==> src/rtl/core_sequencer_pkg.sv <==
// core_pkg: sequencer state encoding, RV32 opcode constants and opcode class helpers
// shared by core_sequencer and its timeout sub-module.
package core_pkg;
  typedef enum logic [2:0] {
    S_IDLE   = 3'd0,
    S_FETCH  = 3'd1,
    S_DECODE = 3'd2,
    S_EXEC   = 3'd3,
    S_MEM    = 3'd4,
    S_WB     = 3'd5,
    S_HALT   = 3'd6,
    S_FAULT  = 3'd7
  } seq_state_t;
  localparam logic [6:0] OP_LOAD   = 7'h03;
  localparam logic [6:0] OP_IMM    = 7'h13;
  localparam logic [6:0] OP_IMMW   = 7'h1B;
  localparam logic [6:0] OP_AUIPC  = 7'h17;
  localparam logic [6:0] OP_STORE  = 7'h23;
  localparam logic [6:0] OP_OP     = 7'h33;
  localparam logic [6:0] OP_LUI    = 7'h37;
  localparam logic [6:0] OP_BRANCH = 7'h63;
  localparam logic [6:0] OP_JAL    = 7'h6F;
  localparam logic [6:0] OP_SYSTEM = 7'h73;
  localparam logic [1:0] PC_SEL_NEXT   = 2'd0;
  localparam logic [1:0] PC_SEL_BRANCH = 2'd1;
  function automatic logic op_legal(input logic [6:0] op);
    return op inside {OP_LOAD, OP_IMM, OP_IMMW, OP_AUIPC, OP_STORE,
                      OP_OP, OP_LUI, OP_BRANCH, OP_JAL, OP_SYSTEM};
  endfunction
  // Opcodes that produce a register result; branches, stores and SYSTEM never write.
  function automatic logic op_writes(input logic [6:0] op);
    return op inside {OP_LOAD, OP_IMM, OP_IMMW, OP_AUIPC, OP_OP, OP_LUI, OP_JAL};
  endfunction
endpackage

==> src/rtl/core_sequencer_timeout.sv <==
// seq_timeout: saturating memory wait counter; expired flags the request cycle
// that brings the count to MEM_TIMEOUT so the FSM can leave on that edge.
module seq_timeout #(
  parameter int MEM_TIMEOUT = 16
) (
  input  logic clk,
  input  logic rst_n,
  input  logic clr,
  input  logic inc,
  output logic expired
);
  logic [7:0] r_cnt;
  always_ff @(posedge clk or negedge rst_n)
    if (!rst_n) r_cnt <= '0;
    else if (clr) r_cnt <= '0;
    else if (inc && r_cnt != 8'(MEM_TIMEOUT)) r_cnt <= r_cnt + 8'd1;
  assign expired = inc && (r_cnt >= 8'(MEM_TIMEOUT - 1));
endmodule

==> src/rtl/core_sequencer.sv <==
// core_sequencer: multi-cycle FETCH/DECODE/EXEC/MEM/WB control FSM owning the shared memory port.
// Optional perf counters enabled by CORE_SEQ_PERF_COUNTERS_EN; otherwise the counter ports read 0.
module core_sequencer
  import core_pkg::*;
#(
  parameter int MEM_TIMEOUT = 16
) (
  input  logic        clk,
  input  logic        rst_n,
  input  logic        start,
  input  logic        stop,
  input  logic [6:0]  opcode,
  input  logic        MemWrite,
  input  logic        RegWriteEn,
  input  logic [1:0]  PCSel,
  input  logic        ecall_break,
  input  logic        branch_taken,
  input  logic        mem_ready,
  output logic        mem_req,
  output logic        mem_we,
  output logic        mem_addr_sel,
  output logic        instr_ld,
  output logic        pc_we,
  output logic        pc_next_sel,
  output logic        reg_we,
  output logic [2:0]  state,
  output logic        halted,
  output logic        fault,
  output logic        illegal,
  output logic [31:0] cycle_cnt,
  output logic [31:0] instret_cnt
);
  seq_state_t r_state, w_next;
  logic       r_illegal, w_req, w_expired, w_wb;
  assign w_req = r_state inside {S_FETCH, S_MEM};
  assign w_wb  = r_state == S_WB;
  // Counter stays cleared outside FETCH/MEM, so every entry starts from zero.
  seq_timeout #(.MEM_TIMEOUT(MEM_TIMEOUT)) u_timeout (
    .clk     (clk),
    .rst_n   (rst_n),
    .clr     (!w_req || mem_ready),
    .inc     (w_req && !mem_ready),
    .expired (w_expired)
  );
  always_ff @(posedge clk or negedge rst_n)
    if (!rst_n) begin
      r_state   <= S_IDLE;
      r_illegal <= 1'b0;
    end else begin
      r_state   <= w_next;
      r_illegal <= r_illegal || (r_state == S_DECODE && !op_legal(opcode));
    end
  always_comb begin
    w_next = r_state;
    case (r_state)
      S_IDLE:   w_next = start ? S_FETCH : S_IDLE;
      S_FETCH:  w_next = mem_ready ? S_DECODE : w_expired ? S_FAULT : S_FETCH;
      S_DECODE: w_next = !op_legal(opcode) ? S_FAULT : ecall_break ? S_HALT : S_EXEC;
      S_EXEC:   w_next = (opcode == OP_LOAD || MemWrite) ? S_MEM : S_WB;
      S_MEM:    w_next = mem_ready ? S_WB : w_expired ? S_FAULT : S_MEM;
      S_WB:     w_next = stop ? S_IDLE : S_FETCH;
      default:  w_next = r_state;
    endcase
  end
  assign mem_req      = w_req;
  assign mem_addr_sel = r_state == S_MEM;
  assign mem_we       = r_state == S_MEM && MemWrite;
  assign instr_ld     = r_state == S_FETCH && mem_ready;
  assign pc_we        = w_wb;
  assign pc_next_sel  = w_wb && PCSel == PC_SEL_BRANCH && (opcode == OP_JAL || branch_taken);
  assign reg_we       = w_wb && RegWriteEn && op_writes(opcode);
  assign state        = r_state;
  assign halted       = r_state == S_HALT;
  assign fault        = r_state == S_FAULT;
  assign illegal      = r_illegal;
`ifdef CORE_SEQ_PERF_COUNTERS_EN
  logic [31:0] r_cycle_cnt, r_instret_cnt;
  always_ff @(posedge clk or negedge rst_n)
    if (!rst_n) begin
      r_cycle_cnt   <= '0;
      r_instret_cnt <= '0;
    end else begin
      if (!(r_state inside {S_IDLE, S_HALT, S_FAULT})) r_cycle_cnt <= r_cycle_cnt + 32'd1;
      if (w_wb) r_instret_cnt <= r_instret_cnt + 32'd1;
    end
  assign cycle_cnt   = r_cycle_cnt;
  assign instret_cnt = r_instret_cnt;
`else
  assign cycle_cnt   = '0;
  assign instret_cnt = '0;
`endif
endmodule

==> config.mk <==
export PLATFORM = sky130hd
export DESIGN_NAME = core_sequencer
export DESIGN_NICKNAME = d
export VERILOG_FILES = /design/src/rtl/core_sequencer_pkg.sv /design/src/rtl/core_sequencer_timeout.sv /design/src/rtl/core_sequencer.sv
export SDC_FILE = /design/constraint.sdc
export NUM_CORES = 1
export LEC_CHECK = 0
export CAP_MARGIN = 40
export CELL_PAD_IN_SITES_DETAIL_PLACEMENT = 1
export CELL_PAD_IN_SITES_GLOBAL_PLACEMENT = 1
export CORE_ASPECT_RATIO = 1.4
export CORE_UTILIZATION = 26
export DETAILED_ROUTE_END_ITERATION = 16
export HOLD_SLACK_MARGIN = 0.1
export PLACE_DENSITY = 0.88
export SETUP_SLACK_MARGIN = 0.02
export SLEW_MARGIN = 15
export SYNTH_ARGS = -nofsm -noshare
export SYNTH_HDL_FRONTEND = slang
export SYNTH_SLANG_ARGS = --single-unit
==> constraint.sdc <==
create_clock -name clk -period 3.32 [get_ports clk]
set_clock_uncertainty 0.05 [all_clocks]
set_input_delay 0.664 -clock clk [delete_from_list [all_inputs] [get_ports clk]]
set_output_delay 0.664 -clock clk [all_outputs]
set_load 0.03 [all_outputs]
==> impl_metrics.json, run 1 <==
{
  "status": "finished, final reports clean",
  "rsz0062_at_grt": "no",
  "p_sw_mw": 0.241,
  "final_cell_mix": "64 x conb_1, 30 x clkdlybuf4s50_1, 16 x nor2_1",
  "core_mm2": 0.00495,
  "seq_power_share_pct": 29.5,
  "dp_hpwl_um": 2410,
  "hold_viol": 0,
  "mostFrequentLayoutCell": "conb_1",
  "powerDensity_mw_per_mm2": 355,
  "max_freq_mhz": 314,
  "maxSlewViolCount": 0,
  "synth_top_family_by_area": "buffers and inverters",
  "synth_area_leaders": "buf_4 36%, dfrtp_1 22%, nor2_1 4.4%",
  "setup_tns_ns": 0,
  "slew_headroom_pct": 62.2,
  "antenna_found_initial": 0,
  "finalNetCount": 222,
  "grt_max_degree": 14,
  "grt_pass1_vias": 979,
  "ctsResizeCount": 0,
  "area_growth_pct": 13.1,
  "synth_compound_area_share_pct": 9.69,
  "avgSynthCellArea_um2": 8.15,
  "drc": 0,
  "cap_violations": 0,
  "tritoncts": "yes",
  "wl_per_cell_um": 10.9,
  "cts_setup_buffers": 0,
  "synthXorXnorAreaFrac_pct": 5.12,
  "worst-path-max-fanout": 4,
  "tightest_slew_ns": 0.560,
  "period_share_pct": 95.9,
  "setup_slack_ns": 0.136,
  "peakVddDrop_uv": 129,
  "cts.path.max_buffers": 2,
  "grt_pass1_wl_um": 4490,
  "yosys.area.top_type": "buf_4",
  "clk_pin_slew_ns": 0.05,
  "port_buffers": 30,
  "yosysTopAreaCellShare_pct": 35.6,
  "clkSinkCount": 12,
  "vias": 1055,
  "synth_simple_gate_area_share_pct": 21.8,
  "setup_viol": 0,
  "combPwrFrac_pct": 46.4,
  "worstPathRequired_ns": 2.61,
  "power_leakage_nw": 0.743,
  "crit_arrival_ns": 2.47,
  "drtPass1Iterations": 2,
  "drt_iter0_drc": 19,
  "fin_util_pct": 31.2,
  "rows": 30,
  "finalInstanceArea_mm2": 0.00155,
  "end_kind": "primary output",
  "ys_seq_area_share_pct": 21.9,
  "clk_latency_ns": 0.24,
  "synthAdderAreaFrac_pct": 1.83,
  "cts_root_buf": "clkbuf_8",
  "synthCells": 168,
  "routed_via_density": 4.00,
  "place_congestion": 0.862,
  "dieWidth_um": 63.3,
  "ant_nets": 0,
  "synth_cell_types": 42,
  "n_antenna_cell": 0,
  "cts_buffers": 3,
  "yosys_warnings": 0,
  "cp-start-kind": "primary input",
  "layout-drive-gt1-share_pct": 5.50,
  "timing_worst_setup_path_type": "in2out",
  "internal-power_mw": 0.309,
  "pwr-share-clk_pct": 24.1,
  "synth_seq_cells": 12,
  "place_area_mm2": 0.00151,
  "die_area_mm2": 0.00556,
  "switching_share_pct": 43.7,
  "ctsHtreeMaxLevel": 1,
  "grt_use_total_pct": 10.5,
  "die_y_um": 87.9,
  "io_pins": 95,
  "start_util_pct": 27.6,
  "fill_cells": 640,
  "syn_area_mm2": 0.00137,
  "overflow": 0,
  "fin_crit_ns": 3.18,
  "dp_slack_ns": 0.129,
  "wirelength_um": 2870,
  "holdCritPathClass": "reg2reg",
  "synth_mux_area_share_pct": 0.731,
  "cts_hold_buf": 0
}
power by group through the flow:
| stage | clock network (mW) | logic (mW) | registers (mW) |
|---|---|---|---|
| 6_report | 0.133 | 0.255 | 0.162 |
| 2_1_floorplan | 0 | 0.216 | 0.185 |
| 4_1_cts | 0.136 | 0.257 | 0.162 |
| 5_1_grt | 0.147 | 0.270 | 0.163 |
| 3_5_place_dp | 0 | 0.256 | 0.165 |
| 3_3_place_gp | 0 | 0.253 | 0.164 |
stage by stage:
step | hold WS [ns] | total power [mW] | std cells
2_1_floorplan | 0.318 | 0.401 | 231
3_3_place_gp | 0.404 | 0.418 | 261
3_5_place_dp | 0.431 | 0.421 | 261
4_1_cts | 0.444 | 0.555 | 264
5_1_grt | 0.461 | 0.580 | 264
6_report | 0.429 | 0.550 | 264
registers in the layout, indices dropped and copies added (netlist names):
register	flops
u_timeout.r_cnt	8
state	3
illegal	1
path summary, 6_finish.rpt:
path	from	to	slack (ns)	cells after the start
max in group asynchronous	rst_n	u_timeout.r_cnt[5]	2.12	1
min in group asynchronous	rst_n	u_timeout.r_cnt[7]	0.73	1
min	illegal	illegal	0.43	1
max reg2reg	u_timeout.r_cnt[0]	state[0]	1.75	5
max	opcode[5]	reg_we	0.14	6
min reg2reg	illegal	illegal	0.43	1
synth_stat cells (all sizes together):
cell type  number
nand2           7
and4bb          1
buf            68
xnor2           3
dfrtp          12
o211ai          3
nor2b           3
o31ai           2
and4b           1
xor2            5
and3            3
nor2           16
o21bai          1
a2bb2oi         1
ha              2
o21ai           1
nand3           6
and2            2
o221ai          1
nor3            2
a21o            1
conb            1
a31oi           2
nand2b          3
nand4           1
a211oi          1
o22ai           1
nor4b           1
o311ai          1
a21boi          1
a21oi           3
mux2i           1
nor3b           2
nand4bb         1
nor4            1
or2             1
or3             1
inv             5
critical path, cell delays in order:
cell and delay [ns]:
clkdlybuf4s50_1 0.47, nor2_1 0.24, o21bai_1 0.10, a21o_1 0.18
a21oi_1 0.14, clkdlybuf4s50_1 0.68
cell families after synthesis:
logic type               after synthesis
buffers and inverters                 73
AND/OR/NAND/NOR                       52
AO/OA/AOI/OAI                         19
flip-flops                            12
XOR/XNOR                               8
adder cells (fa/ha/maj)                2
other                                  1
multiplexers                           1
area by class of cell:
cell class	count	area (µm²)	area share, %
repair buffers	34	330	21.3
clock buffers	3	41.3	2.67
flip-flops and latches	12	300	19.4
inverters	5	18.8	1.21
well taps	64	80.1	5.17
multi-input cells	146	777	50.2
per-layer routing:
layer | GRT usage [%] | routed length [µm]
met2 | 19.5 | 1500
met5 | 0 | 0
met1 | 10.8 | 1090
met4 | 4.96 | 29
met3 | 2.99 | 250
No activity file was read; power rests on OpenSTA's default activity.
==> inputs of run 2 (changes only) <==
--- a/config.mk
+++ b/config.mk
@@ -11,6 +11,7 @@
 export CORE_ASPECT_RATIO = 1.4
 export CORE_UTILIZATION = 26
 export DETAILED_ROUTE_END_ITERATION = 16
+export GPL_TIMING_DRIVEN = 0
 export HOLD_SLACK_MARGIN = 0.1
 export PLACE_DENSITY = 0.88
 export SETUP_SLACK_MARGIN = 0.02
==> run 2 against run 1 <==
Register-to-register slack worse by 0.02 ns. First-iteration DRC count is 21% higher. Fmax is 0.35% higher. Die area stayed put. Via count is 20% higher. Routed wire length is 8.7% higher. Sequential share of layout area is 4.6 points lower. Combinational power is 22% higher. Utilization is 9.7 points higher. Cell count is 24% higher.
==> impl_metrics.json, run 2 (same netlist as run 1, synthesis figures left out) <==
{
  "status": "finished, final reports clean",
  "holdCritPathClass": "reg2reg",
  "path_cells": "clkdlybuf4s50_1 -> nor2_1 -> o21bai_1 -> a21o_1 -> a21oi_1 -> clkdlybuf4s50_1",
  "antenna_found_initial": 0,
  "regMostFlops": "u_timeout.r_cnt",
  "powerDensity_mw_per_mm2": 302,
  "maxSlewViolCount": 0,
  "cp-start-kind": "primary input",
  "area_growth_pct": 48.3,
  "cts_hold_buf": 0,
  "largest_reg_flops": 8,
  "ff2ff_setup_slack_ns": 1.73,
  "crit_arrival_ns": 2.46,
  "grt_use_total_pct": 11.7,
  "finalNetCount": 286,
  "tritoncts": "yes",
  "grt_pass1_wl_um": 5120,
  "slew_headroom_pct": 62.6,
  "pwr-share-clk_pct": 22.2,
  "holdPathEnd": "illegal",
  "min_delay_path_depth": 1,
  "drtPass1Iterations": 3,
  "dp_slack_ns": 0.0541,
  "p_sw_mw": 0.252,
  "hold_viol": 0,
  "clk_pin_slew_ns": 0.05,
  "power_leakage_nw": 1.11,
  "place_congestion": 0.816,
  "port_buffers": 30,
  "setup_tns_ns": 0,
  "dieWidth_um": 63.3,
  "clk_latency_ns": 0.25,
  "cts_buffers": 3,
  "ant_nets": 0,
  "drt_iter0_drc": 23,
  "multiInputGateArea_um2": 777,
  "grt_pass1_vias": 1245,
  "seq_power_share_pct": 26.8,
  "path_delay_family": "buffers and inverters",
  "die_y_um": 87.9,
  "end_kind": "primary output",
  "place_area_mm2": 0.00199,
  "die_area_mm2": 0.00556,
  "peakVddDrop_uv": 126,
  "period_share_pct": 95.6,
  "overflow": 0,
  "hp-start": "illegal",
  "worstReg2RegEnd": "state[0]",
  "clkSinkCount": 12,
  "dp_hpwl_um": 2690,
  "timing_worst_setup_path_type": "in2out",
  "wirelength_um": 3120,
  "final_cell_mix": "65 x buf_4, 64 x conb_1, 29 x clkdlybuf4s50_1",
  "grt_max_degree": 13,
  "combPwrFrac_pct": 51.0,
  "fin_util_pct": 41.0,
  "layout-drive-gt1-share_pct": 28.4,
  "cts_root_buf": "clkbuf_8",
  "io_pins": 95,
  "fill_cells": 647,
  "drc": 0,
  "crit_top_cell": "clkdlybuf4s50_1",
  "cpMaxStageDelayCell": "clkdlybuf4s50_1",
  "finalInstanceArea_mm2": 0.00203,
  "setup_slack_ns": 0.147,
  "worst-path-max-fanout": 4,
  "cpPeakStageDelay_ns": 0.69,
  "max_freq_mhz": 315,
  "core_mm2": 0.00495,
  "routed_via_density": 3.86,
  "cap_violations": 0,
  "internal-power_mw": 0.361,
  "start_util_pct": 27.6,
  "cts.path.max_buffers": 2,
  "rows": 30,
  "ctsHtreeMaxLevel": 1,
  "setup_viol": 0,
  "wl_per_cell_um": 9.51,
  "tightest_slew_ns": 0.559,
  "n_antenna_cell": 0,
  "mostFrequentLayoutCell": "buf_4",
  "seqCellArea_um2": 300,
  "rsz0062_at_grt": "no",
  "crit_buf_inv": 2,
  "switching_share_pct": 41.1,
  "worstPathRequired_ns": 2.61,
  "r2r-start": "u_timeout.r_cnt[0]",
  "r2r_cells": 5,
  "fin_crit_ns": 3.17,
  "vias": 1267
}
==> run 2: worst reg2reg max path: stages, from the launching register on <==
cell and delay, ns:
dfrtp_1 0.41, ha_1 0.26, nand3_1 0.18, a21boi_1 0.09, nor4b_1 0.34, o211ai_1 0.12
==> run 2: repair_timing <==
action	4_1_cts	5_1_grt
endpoints found under the setup margin	0	1
endpoints found under the hold margin	0	0
gates resized for setup	0	1
setup buffers	0	0
==> run 2: final cells by class <==
type / count / area share, %
plain buffers: 68 / 25.1
clock buffers: 3 / 2.03
inverters: 5 / 0.925
multi-input cells: 146 / 38.3
flip-flops and latches: 12 / 14.8
well taps: 64 / 3.95
repair buffers: 30 / 14.9
==> run 2: how the worst max path moves through the flow <==
stage	cells past startpoint	to	startpoint	slack, ns
after global routing	6	reg_we	opcode[5]	0.02
after CTS	5	pc_next_sel	opcode[4]	0.05
after global placement	5	pc_next_sel	opcode[4]	0.07
after detailed placement	5	pc_next_sel	opcode[4]	0.05
after floorplan	5	reg_we	state[1]	0.63
final	6	reg_we	opcode[5]	0.15
==> run 2: per-stage QoR <==
stage	hold slack (ns)	power (mW)	cells
CTS	0.434	0.616	328
floorplan	0.318	0.401	231
global placement	0.407	0.474	325
detailed placement	0.417	0.477	325
finish	0.430	0.613	328
global route	0.456	0.643	328
==> run 2: per-layer routing <==
metal / share of wire (%) / vias to the layer above / global-route usage, %
li1: - / 625 / -
met1: 37 / 573 / 12.1
met2: 51 / 64 / 21.2
met3: 9.6 / 5 / 3.39
met4: 1.8 / 0 / 6.20
met5: 0 / - / 0
==> run 2: power by group through the flow <==
stage               clock network, mW  logic (mW)  registers [mW]
floorplan                           0       0.216           0.185
global placement                    0       0.308           0.166
detailed placement                  0       0.311           0.166
CTS                             0.141       0.311           0.164
global route                    0.144       0.333           0.166
finish                          0.136       0.312           0.164
==> inputs of run 3 (changes only) <==
--- a/config.mk
+++ b/config.mk
@@ -5,15 +5,15 @@
 export SDC_FILE = /design/constraint.sdc
 export NUM_CORES = 1
 export LEC_CHECK = 0
-export CAP_MARGIN = 40
+export ABC_AREA = 1
 export CELL_PAD_IN_SITES_DETAIL_PLACEMENT = 1
 export CELL_PAD_IN_SITES_GLOBAL_PLACEMENT = 1
 export CORE_ASPECT_RATIO = 1.4
-export CORE_UTILIZATION = 26
+export CORE_UTILIZATION = 25
 export DETAILED_ROUTE_END_ITERATION = 16
 export GPL_TIMING_DRIVEN = 0
 export HOLD_SLACK_MARGIN = 0.1
-export PLACE_DENSITY = 0.88
+export PLACE_DENSITY = 0.86
 export SETUP_SLACK_MARGIN = 0.02
 export SLEW_MARGIN = 15
 export SYNTH_ARGS = -nofsm -noshare
==> run 3 against run 2 <==
Register-to-register slack about the same. Combinational power shrank 38%. Fmax grew 2.4%. Critical path type unchanged. Sequential power down 11%. Global-route usage is 0.17 points higher. Largest cell class is now multi-input combinational cells.
==> impl_metrics.json, run 3 <==
{
  "ctsResizeCount": 0,
  "final_cell_mix": "64 x buf_4, 64 x conb_1, 30 x nand2_1, 30 x nor2_1, 29 x clkdlybuf4s50_1",
  "clk_latency_ns": 0.25,
  "rows": 32,
  "maxSlewViolCount": 0,
  "final_cell_count_no_fill": 373,
  "power_leakage_nw": 1.19,
  "slew_headroom_pct": 61.9,
  "cap_violations": 0,
  "wirelength_um": 3510,
  "cp-start-kind": "primary input",
  "status": "finished, final reports clean",
  "cpMaxStageDelayCell": "clkdlybuf4s50_1",
  "r2r_cells": 7,
  "setup_slack_ns": 0.221,
  "finalInstanceArea_mm2": 0.00211,
  "antenna_found_initial": 0,
  "die_area_mm2": 0.00604,
  "dp_hpwl_um": 3010,
  "cts_hold_buf": 0,
  "ys.flop_type": "dfrtp_1",
  "dp_slack_ns": 0.110,
  "area_growth_pct": 47.4,
  "layout-drive-gt1-share_pct": 28.5,
  "synthArstFlopShare_pct": 100,
  "drtPass1Iterations": 2,
  "grt_max_degree": 13,
  "fin_crit_ns": 3.10,
  "synth_cell_types": 29,
  "drc": 0,
  "yosys_warnings": 0,
  "avgSynthCellArea_um2": 6.89,
  "syn_area_mm2": 0.00143,
  "cts_setup_buffers": 0,
  "crit_arrival_ns": 2.39,
  "clk_pin_slew_ns": 0.05,
  "setup_tns_ns": 0,
  "finalNetCount": 326,
  "hp-start": "illegal",
  "worstReg2RegEnd": "state[2]",
  "place_congestion": 0.760,
  "ys_seq_area_share_pct": 21.0,
  "cts.path.max_buffers": 2,
  "ff2ff_setup_slack_ns": 1.73,
  "worst-path-max-fanout": 3,
  "die_y_um": 91.6,
  "max_freq_mhz": 323,
  "wl_per_cell_um": 9.40,
  "synth_edf_count": 0,
  "core_mm2": 0.00553,
  "critPathLaunch": "mem_ready",
  "start_util_pct": 25.9,
  "tritoncts": "yes",
  "cts_root_buf": "clkbuf_8",
  "synth_common_cells": "64 x buf_4, 30 x nand2_1, 30 x nor2_1",
  "worstPathRequired_ns": 2.61,
  "yosysMostFrequentCell": "buf_4",
  "critPathCapture": "instr_ld",
  "synth_area_leaders": "buf_4 34%, dfrtp_1 21%, nand2_1 7.9%",
  "holdCritPathClass": "reg2reg",
  "tightest_slew_ns": 0.570,
  "regMostFlops": "u_timeout.r_cnt",
  "clkSinkCount": 12,
  "rsz0062_at_grt": "no",
  "synthCells": 208,
  "dp_cells": 369,
  "vias": 1393,
  "place_area_mm2": 0.00205,
  "period_share_pct": 93.4,
  "r2r-start": "u_timeout.r_cnt[1]",
  "timing_worst_setup_path_type": "in2out",
  "peakVddDrop_uv": 198,
  "power_mw": 0.506,
  "fill_cells": 738,
  "cpPeakStageDelay_ns": 0.72,
  "synth_seq_cells": 12,
  "setup_viol": 0,
  "powerDensity_mw_per_mm2": 239,
  "path_cells": "clkdlybuf4s50_1 -> inv_1 -> nor3_1 -> clkdlybuf4s50_1",
  "grt_pass1_wl_um": 5620,
  "ant_nets": 0,
  "hold_viol": 0,
  "grt_pass1_vias": 1316,
  "dieWidth_um": 66.0,
  "io_pins": 95,
  "n_antenna_cell": 0,
  "end_kind": "primary output",
  "largest_reg_flops": 8,
  "routed_via_density": 3.73,
  "crit_top_cell": "clkdlybuf4s50_1",
  "yosys.area.top_type": "buf_4",
  "yosysTopAreaCellShare_pct": 33.5,
  "port_buffers": 30,
  "ctsHtreeMaxLevel": 1,
  "grt_use_total_pct": 11.9,
  "overflow": 0,
  "cts_buffers": 3,
  "drt_iter0_drc": 20
}
==> run 3: cell types whose count changed after synthesis, moves of 4 or more <==
cell,previous run,this run
xor2_1,5,0
nor2_1,16,30
nor3_1,2,6
nand2_1,7,30
inv_1,5,17
==> run 3: stage by stage <==
| step | hold slack (ns) | util [%] |
|---|---|---|
| final | 0.423 | 38.2 |
| after global routing | 0.474 | 38.2 |
| after CTS | 0.431 | 38.2 |
| after detailed placement | 0.413 | 37.2 |
| after global placement | 0.405 | 37.2 |
| after floorplan | 0.318 | - |
==> run 3: area by class of cell <==
class / instances / area (µm²) / area share (%)
sequential: 12 / 300 / 14.2
multi-input combinational: 174 / 807 / 38.2
inverter: 21 / 81.3 / 3.85
tap: 68 / 85.1 / 4.03
timing repair buffer: 30 / 303 / 14.3
buffer: 64 / 480 / 22.7
clock buffer: 4 / 55.1 / 2.61
==> run 3: how the worst min path moves through the flow <==
| stage | end | slack, ns | depth (start not counted) |
|---|---|---|---|
| after global routing | illegal | 0.47 | 2 |
| after global placement | illegal | 0.40 | 2 |
| after CTS | illegal | 0.43 | 2 |
| after detailed placement | illegal | 0.41 | 2 |
| final | illegal | 0.42 | 2 |
| after floorplan | illegal | 0.32 | 0 |
==> run 3: worst max-delay path, delay by kind of cell <==
family	cells	cell delay, ns
and+or+nand+nor	1	0.27
buffers and inverters	3	1.44
==> run 3: cells by family (layout without fill, tap and decap cells) <==
kind of cell	count (synthesis)	in the layout	synth area share, %
buf+inv	85	119	39.2
compound gates	16	16	6.55
fa+ha+maj	2	2	1.75
other cells	1	64	0.262
flops	12	12	21.0
simple gates	92	92	31.3
==> run 3: power breakdown <==
group	total, mW	switching [mW]	internal (mW)
sequential	0.146	0	0.146
combinational	0.194	0.122	0.0721
clock	0.165	0.0601	0.105
total	0.506	0.182	0.324
==> run 3: routing by layer <==
layer / routed length [µm] / GRT usage (%) / vias up
met1: 1240 / 11.2 / 619
met2: 1950 / 24.2 / 58
met5: 0 / 0 / -
met4: 44 / 3.72 / 0
met3: 276 / 2.01 / 5
li1: - / - / 711
